$ cat src/rtl/mac_pkg.sv
// Shared types and arithmetic helpers for the pipelined signed MAC.
// Clamp limits are derived from the accumulator width so one package serves every instance.
package mac_pkg;

  localparam int MAX_ACC_W = 64;

  typedef logic signed [MAX_ACC_W-1:0] wide_t;

  typedef struct packed {
    logic                 ovf;
    logic [MAX_ACC_W-1:0] sum;
  } sat_res_t;

  function automatic wide_t acc_max(input int acc_w);
    wide_t one;
    one = 1;
    return (one <<< (acc_w - 1)) - one;
  endfunction

  function automatic wide_t acc_min(input int acc_w);
    wide_t one;
    one = 1;
    return -acc_max(acc_w) - one;
  endfunction

  // Both operands lie inside the acc_w range, so one guard bit above MAX_ACC_W is enough.
  function automatic sat_res_t sat_add(input wide_t acc, input wide_t p, input int acc_w);
    logic signed [MAX_ACC_W:0] w_sum;
    logic signed [MAX_ACC_W:0] w_hi;
    logic signed [MAX_ACC_W:0] w_lo;
    sat_res_t res;
    w_sum = {acc[MAX_ACC_W-1], acc} + {p[MAX_ACC_W-1], p};
    w_hi  = {1'b0, acc_max(acc_w)};
    w_lo  = {1'b1, acc_min(acc_w)};
    res.ovf = 1'b1;
    if (w_sum > w_hi) begin
      res.sum = w_hi[MAX_ACC_W-1:0];
    end else if (w_sum < w_lo) begin
      res.sum = w_lo[MAX_ACC_W-1:0];
    end else begin
      res.ovf = 1'b0;
      res.sum = w_sum[MAX_ACC_W-1:0];
    end
    return res;
  endfunction

  function automatic bit params_ok(input int data_w, input int acc_w, input int acc_len);
    return (data_w >= 1) && (acc_w >= 2 * data_w) && (acc_w <= MAX_ACC_W) && (acc_len >= 1);
  endfunction

endpackage

$ cat src/rtl/mult_pipe.sv
// Two-stage signed DATA_W x DATA_W multiplier: operand register, then product register.
// i_clr empties both stages even while i_en holds the pipe.
module mult_pipe #(
  parameter int DATA_W = 8
) (
  input  logic                       i_clk,
  input  logic                       i_rst_n,
  input  logic                       i_en,
  input  logic                       i_clr,
  input  logic                       i_valid,
  input  logic signed [DATA_W-1:0]   i_a,
  input  logic signed [DATA_W-1:0]   i_b,
  output logic                       o_valid,
  output logic signed [2*DATA_W-1:0] o_p
);

  logic                       r_v1;
  logic                       r_v2;
  logic signed [DATA_W-1:0]   r_a;
  logic signed [DATA_W-1:0]   r_b;
  logic signed [2*DATA_W-1:0] r_p;

  always_ff @(posedge i_clk or negedge i_rst_n) begin
    if (!i_rst_n) begin
      r_v1 <= 1'b0;
      r_v2 <= 1'b0;
      r_a  <= '0;
      r_b  <= '0;
      r_p  <= '0;
    end else if (i_clr) begin
      r_v1 <= 1'b0;
      r_v2 <= 1'b0;
    end else if (i_en) begin
      r_v1 <= i_valid;
      r_a  <= i_a;
      r_b  <= i_b;
      r_v2 <= r_v1;
      r_p  <= (2*DATA_W)'(r_a) * (2*DATA_W)'(r_b);
    end
  end

  assign o_valid = r_v2;
  assign o_p     = r_p;

endmodule

$ cat src/rtl/mac_pipe.sv
// Pipelined signed multiply-accumulate: ACC_LEN saturated products per emitted sum.
// Handshake: a pair moves on in_valid && in_ready, a sum on out_valid && out_ready; a held output stalls the whole pipe.
module mac_pipe
  import mac_pkg::*;
#(
  parameter int DATA_W  = 8,
  parameter int ACC_W   = 32,
  parameter int ACC_LEN = 9
) (
  input  logic                     clk,
  input  logic                     rst,
  input  logic                     clear,
  input  logic                     in_valid,
  output logic                     in_ready,
  input  logic signed [DATA_W-1:0] d_in_a,
  input  logic signed [DATA_W-1:0] d_in_b,
  output logic                     out_valid,
  input  logic                     out_ready,
  output logic signed [ACC_W-1:0]  d_out,
  output logic                     sat
);

  if (!params_ok(DATA_W, ACC_W, ACC_LEN)) begin : g_bad_params
    $error("mac_pipe: illegal DATA_W/ACC_W/ACC_LEN combination");
  end

  localparam int                CNT_W    = (ACC_LEN > 1) ? $clog2(ACC_LEN) : 1;
  localparam logic [CNT_W-1:0]  CNT_LAST = CNT_W'(ACC_LEN - 1);

  logic                       w_adv;
  logic                       w_accept;
  logic                       w_p_valid;
  logic signed [2*DATA_W-1:0] w_p;
  logic                       w_add;
  logic                       w_last;
  sat_res_t                   w_res;
  logic signed [ACC_W-1:0]    w_sum;
  logic                       w_unused;

  logic signed [ACC_W-1:0]    r_acc;
  logic [CNT_W-1:0]           r_cnt;
  logic signed [ACC_W-1:0]    r_d_out;
  logic                       r_out_valid;
  logic                       r_sat;

  assign w_adv    = !(r_out_valid && !out_ready);
  assign in_ready = rst && w_adv && !clear;
  assign w_accept = in_valid && in_ready;

  mult_pipe #(
    .DATA_W (DATA_W)
  ) u_mult (
    .i_clk   (clk),
    .i_rst_n (rst),
    .i_en    (w_adv),
    .i_clr   (clear),
    .i_valid (w_accept),
    .i_a     (d_in_a),
    .i_b     (d_in_b),
    .o_valid (w_p_valid),
    .o_p     (w_p)
  );

  assign w_res    = sat_add(wide_t'(r_acc), wide_t'(w_p), ACC_W);
  assign w_sum    = w_res.sum[ACC_W-1:0];
  assign w_unused = ^w_res.sum;
  assign w_add    = w_adv && w_p_valid && !clear;
  assign w_last   = w_add && (r_cnt == CNT_LAST);

  // Accumulator restarts from zero after the last add, so the first add of a window sees acc=0.
  always_ff @(posedge clk or negedge rst) begin
    if (!rst) begin
      r_acc <= '0;
      r_cnt <= '0;
      r_sat <= 1'b0;
    end else if (clear) begin
      r_acc <= '0;
      r_cnt <= '0;
      r_sat <= 1'b0;
    end else if (w_add) begin
      r_sat <= (r_cnt == '0) ? w_res.ovf : (r_sat | w_res.ovf);
      if (r_cnt == CNT_LAST) begin
        r_acc <= '0;
        r_cnt <= '0;
      end else begin
        r_acc <= w_sum;
        r_cnt <= r_cnt + CNT_W'(1);
      end
    end
  end

  always_ff @(posedge clk or negedge rst) begin
    if (!rst) begin
      r_d_out     <= '0;
      r_out_valid <= 1'b0;
    end else if (w_last) begin
      r_d_out     <= w_sum;
      r_out_valid <= 1'b1;
    end else if (out_ready) begin
      r_out_valid <= 1'b0;
    end
  end

  assign out_valid = r_out_valid;
  assign d_out     = r_d_out;
  assign sat       = r_sat;

endmodule

$ cat config.mk
export PLATFORM = sky130hd
export DESIGN_NAME = mac_pipe
export DESIGN_NICKNAME = d
export VERILOG_FILES = /design/src/rtl/mac_pkg.sv /design/src/rtl/mult_pipe.sv /design/src/rtl/mac_pipe.sv
export SDC_FILE = /design/constraint.sdc
export NUM_CORES = 1
export LEC_CHECK = 0
export ABC_AREA = 0
export BUFFER_PORTS_ARGS = -buffer_cell sky130_fd_sc_hd__buf_2
export CELL_PAD_IN_SITES_DETAIL_PLACEMENT = 0
export CELL_PAD_IN_SITES_GLOBAL_PLACEMENT = 1
export CORE_UTILIZATION = 48
export DETAILED_ROUTE_END_ITERATION = 10
export HOLD_SLACK_MARGIN = 0.06
export PLACE_DENSITY = 0.91
export SYNTH_ARGS = -nofsm -noshare
export SYNTH_HDL_FRONTEND = slang
export SYNTH_SLANG_ARGS = --single-unit
$ cat constraint.sdc
create_clock -name clk -period 5.8 [get_ports clk]
set_clock_uncertainty 0.15 [all_clocks]
set_input_delay 0.29 -clock clk [delete_from_list [all_inputs] [get_ports clk]]
set_output_delay 0.29 -clock clk [all_outputs]
set_load 0.1 [all_outputs]
==> results.txt <==
----------------------------------------------------
[Logic synthesis]
  Share of synthesized area occupied by flip-flops and latches ... 31.0%
  Cell count after synthesis ... 916
  Most area-consuming cells after synthesis ... dfrtp_1, fa_1, ha_1, nand2_1, inv_1
  Share of the synthesized area in the top cell type ... 31.0%
  Leading register cell type out of synthesis ... dfrtp_1
  Leading area contributor after synthesis ... dfrtp_1
  Number of distinct library cells after synthesis ... 65
  Net count of the mapped netlist ... 1056
  Proportion of register bits with asynchronous set or reset after synthesis ... 100%
  Flops & latches, synth ... 104
  Synth warnings ... 0
  Mapped Avg Cell Area ... 9.17 µm²
  Combined area of all synthesized cells ... 8400 µm²
  Number of flops mapped to enable cells by yosys ... 0

[Timing]
  Highest clock frequency the design can meet ... 212 MHz
  Relative slew slack ... 29.0%
  Final hold violation count ... 0
  Hold Slack ... 91.5 ps
  Minimum period implied by the final worst setup slack ... 4720 ps
  Max-slew violation total from the final report ... 0
  Period Utilization, post-route ... 81.4%
  Least-Margin Pin Slew ... 1060 ps
  Final number of setup-violating endpoints ... 0
  Setup_tns ... 0 ps
  RSZ-0062 raised after global routing ... false

[Detailed routing]
  Via-per-instance ratio ... 5.73
  First-pass iteration count of the detailed router ... 7
  DR WL/cell ... 17.2 µm
  Highest metal used ... met4
  Antenna Violating Nets Remaining ... 0
  M1 wire length ... 9990 µm
  Metal3 WL ... 992 µm
  Routed wire length on met2 ... 9130 µm
  Total DRC errors in the routed layout ... 0
  Post-detailed-routing wire length ... 20400 µm
  Count of vias placed by the detailed router ... 6831
  DRC marker count from the first detailed-route iteration ... 490

[Finish]
  Share of cells above drive strength 1 ... 8.69%
  Synth-to-Final Area Change ... 10.5%
  Area of all placed cells without fillers ... 9290 µm²
  Antenna Cells ... 0
  Final net count ... 1103
  Utilization after layout ... 54.1%
  Total of fill cells in the finished design ... 1643

[Floorplanning]
  Overall die area ... 18000 µm²
  Ports ... 56
  Chip width ... 134 µm
  Standard-cell rows ... 48
  Height of the die ... 134 µm
  Initial cell density of the core ... 48.9%
  Core region area ... 17200 µm²

[GRT]
  Via count of the first global-routing pass ... 6707
  GRT Residual Overflow ... 0
  Overall fraction of global-route tracks in use ... 24.1%
  Number of antenna violations at the first check in global routing ... 0
  Maximum number of pins on one net before global-route repair ... 68
  Global-route wire length before repair ... 34200 µm

[Critical path]
  Largest fanout on the critical path ... 9
  Startpoint class of the critical path ... register
  Arrival time at the worst endpoint ... 4810 ps
  Length in cells of the worst reg-to-reg path ... 16
  Worst EP required ... 5890 ps
  Worst setup EP type ... register
  Worst Path Class, Setup ... reg -> reg

[Power]
  Reported leakage power ... 4.65 nW
  Total power draw ... 3.26 mW
  Largest voltage drop on the vdd net ... 245 µV
  Ratio of total power to cell area ... 351 nW/µm²

[CTS]
  Clock H-tree levels ... 3
  CTS Root Cell ... clkbuf_16
  Setup Buffers After CTS ... 0
  Clk sinks ... 104
  Clock network latency to the later pin of the worst-skew pair ... 360 ps
  TritonCTS buffer count ... 9
  Clock transition at the registers of the reported paths ... 70 ps
  Clock Tree Buf Depth ... 2
  TritonCTS clock tree ... built
  CTS-repair resized insts ... 0
  # hold bufs at CTS ... 19

[Worst hold path]
  Path category of the worst min-delay check ... in -> reg
  Hold Path Cell Cnt ... 4

[Placed design]
  Post-placement cell area ... 8810 µm²
  Number of I/O port buffers ... 55
  Final HPWL DP ... 15000 µm
  Weighted congestion reported at the end of routability-driven placement ... 0.892

[Flow run]
  # Max-Cap Violations ... 0

[Run status]
  Result of the run ... complete, no violations

----------------------------------------------------
==> worst max-delay path: stages, from the launching register on <==
cell and delay [ps]:
dfrtp_1 470, and2_1 220, fa_1 440, inv_1 100
fa_1 400, inv_1 80, fa_1 440, fa_1 500
ha_1 340, nor2b_1 140, o21ai_0 210, a21boi_0 150
o21ai_0 210, a21oi_1 140, o41ai_1 320, mux2i_1 220
nand3_1 90
==> power breakdown <==
| group | switching, mW | internal (mW) |
|---|---|---|
| clock network | 0.288 | 0.337 |
| registers | 0.0896 | 0.796 |
| logic | 1.01 | 0.733 |
| total | 1.39 | 1.87 |
==> cells in the mapped netlist (all sizes together) (22+ instances only) <==
master	instances
o21ai	42
fa	56
dfrtp	104
nand3	22
nand2	145
and2	39
a21oi	50
inv	69
a221o	22
clkbuf	33
xnor2	27
ha	63
nor2	45
==> per-stage QoR <==
step / instances / worst slack, ps
global route: 1192 / 788
detailed placement: 1158 / 1070
CTS: 1192 / 1070
global placement: 1158 / 1210
floorplan: 916 / 1460
finish: 1192 / 1080
==> cell type report <==
cell class | count | area [µm²] | area share (%)
clock buffer | 11 | 233 | 2.51
sequential | 104 | 2600 | 28.0
inverter | 69 | 259 | 2.79
timing repair buffer | 79 | 505 | 5.44
multi-input combinational | 700 | 5350 | 57.6
clock inverter | 4 | 55.1 | 0.593
tap | 225 | 282 | 3.03
==> placed cells by master, fill, tap and decap left out, drive strengths merged, types with 11 or more instances in the layout <==
| cell type | count |
|---|---|
| a21oi | 50 |
| inv | 70 |
| fa | 56 |
| o211ai | 18 |
| a221o | 22 |
| nand3 | 22 |
| and2 | 39 |
| nand2b | 17 |
| o21ai | 42 |
| buf | 60 |
| xnor2 | 27 |
| ha | 63 |
| dfrtp | 104 |
| nand2 | 145 |
| dlygate4sd3 | 19 |
| o22a | 13 |
| clkbuf | 11 |
| xor2 | 12 |
| nor3 | 14 |
| a21o | 13 |
| nor2 | 45 |
==> flip-flops by register name, indices dropped and copies added (netlist names), 4 cells and up <==
name and count:
u_mult.o_p 16, r_acc 32, r_cnt 4, u_mult.r_b 8, u_mult.r_a 8, d_out 32
==> final timing paths <==
kind | to | from | slack, ps
worst max-delay path | u_mult.o_p[14] | u_mult.r_b[4] | 1080
worst min-delay path | u_mult.o_valid | out_ready | 90
worst max register to register | u_mult.o_p[14] | u_mult.r_b[4] | 1080
worst min register to register | u_mult.o_p[0] | u_mult.o_p[0] | 330
max in group asynchronous | d_out[5] | rst | 3890
min in group asynchronous | d_out[31] | rst | 320
==> metal layers <==
metal  vias up  GRT usage (%)
met2       163           36.4
met1      3365           35.3
met4         0           7.80
met5         -              0
li1       3283              -
met3        20           3.97
==> logic make-up (layout without fill, tap and decap cells) <==
group | after synthesis | after routing | share of synthesized area, %
adders and majority gates | 119 | 119 | 22.7
AOI/OAI and AO/OA | 222 | 222 | 18.7
and+or+nand+nor | 317 | 317 | 17.7
buffers and inverters | 112 | 163 | 5.45
xor gates and xnor gates | 39 | 39 | 4.07
muxes | 3 | 3 | 0.387
DFF | 104 | 104 | 31.0
Note: power is estimated with default switching activity, not from simulation.
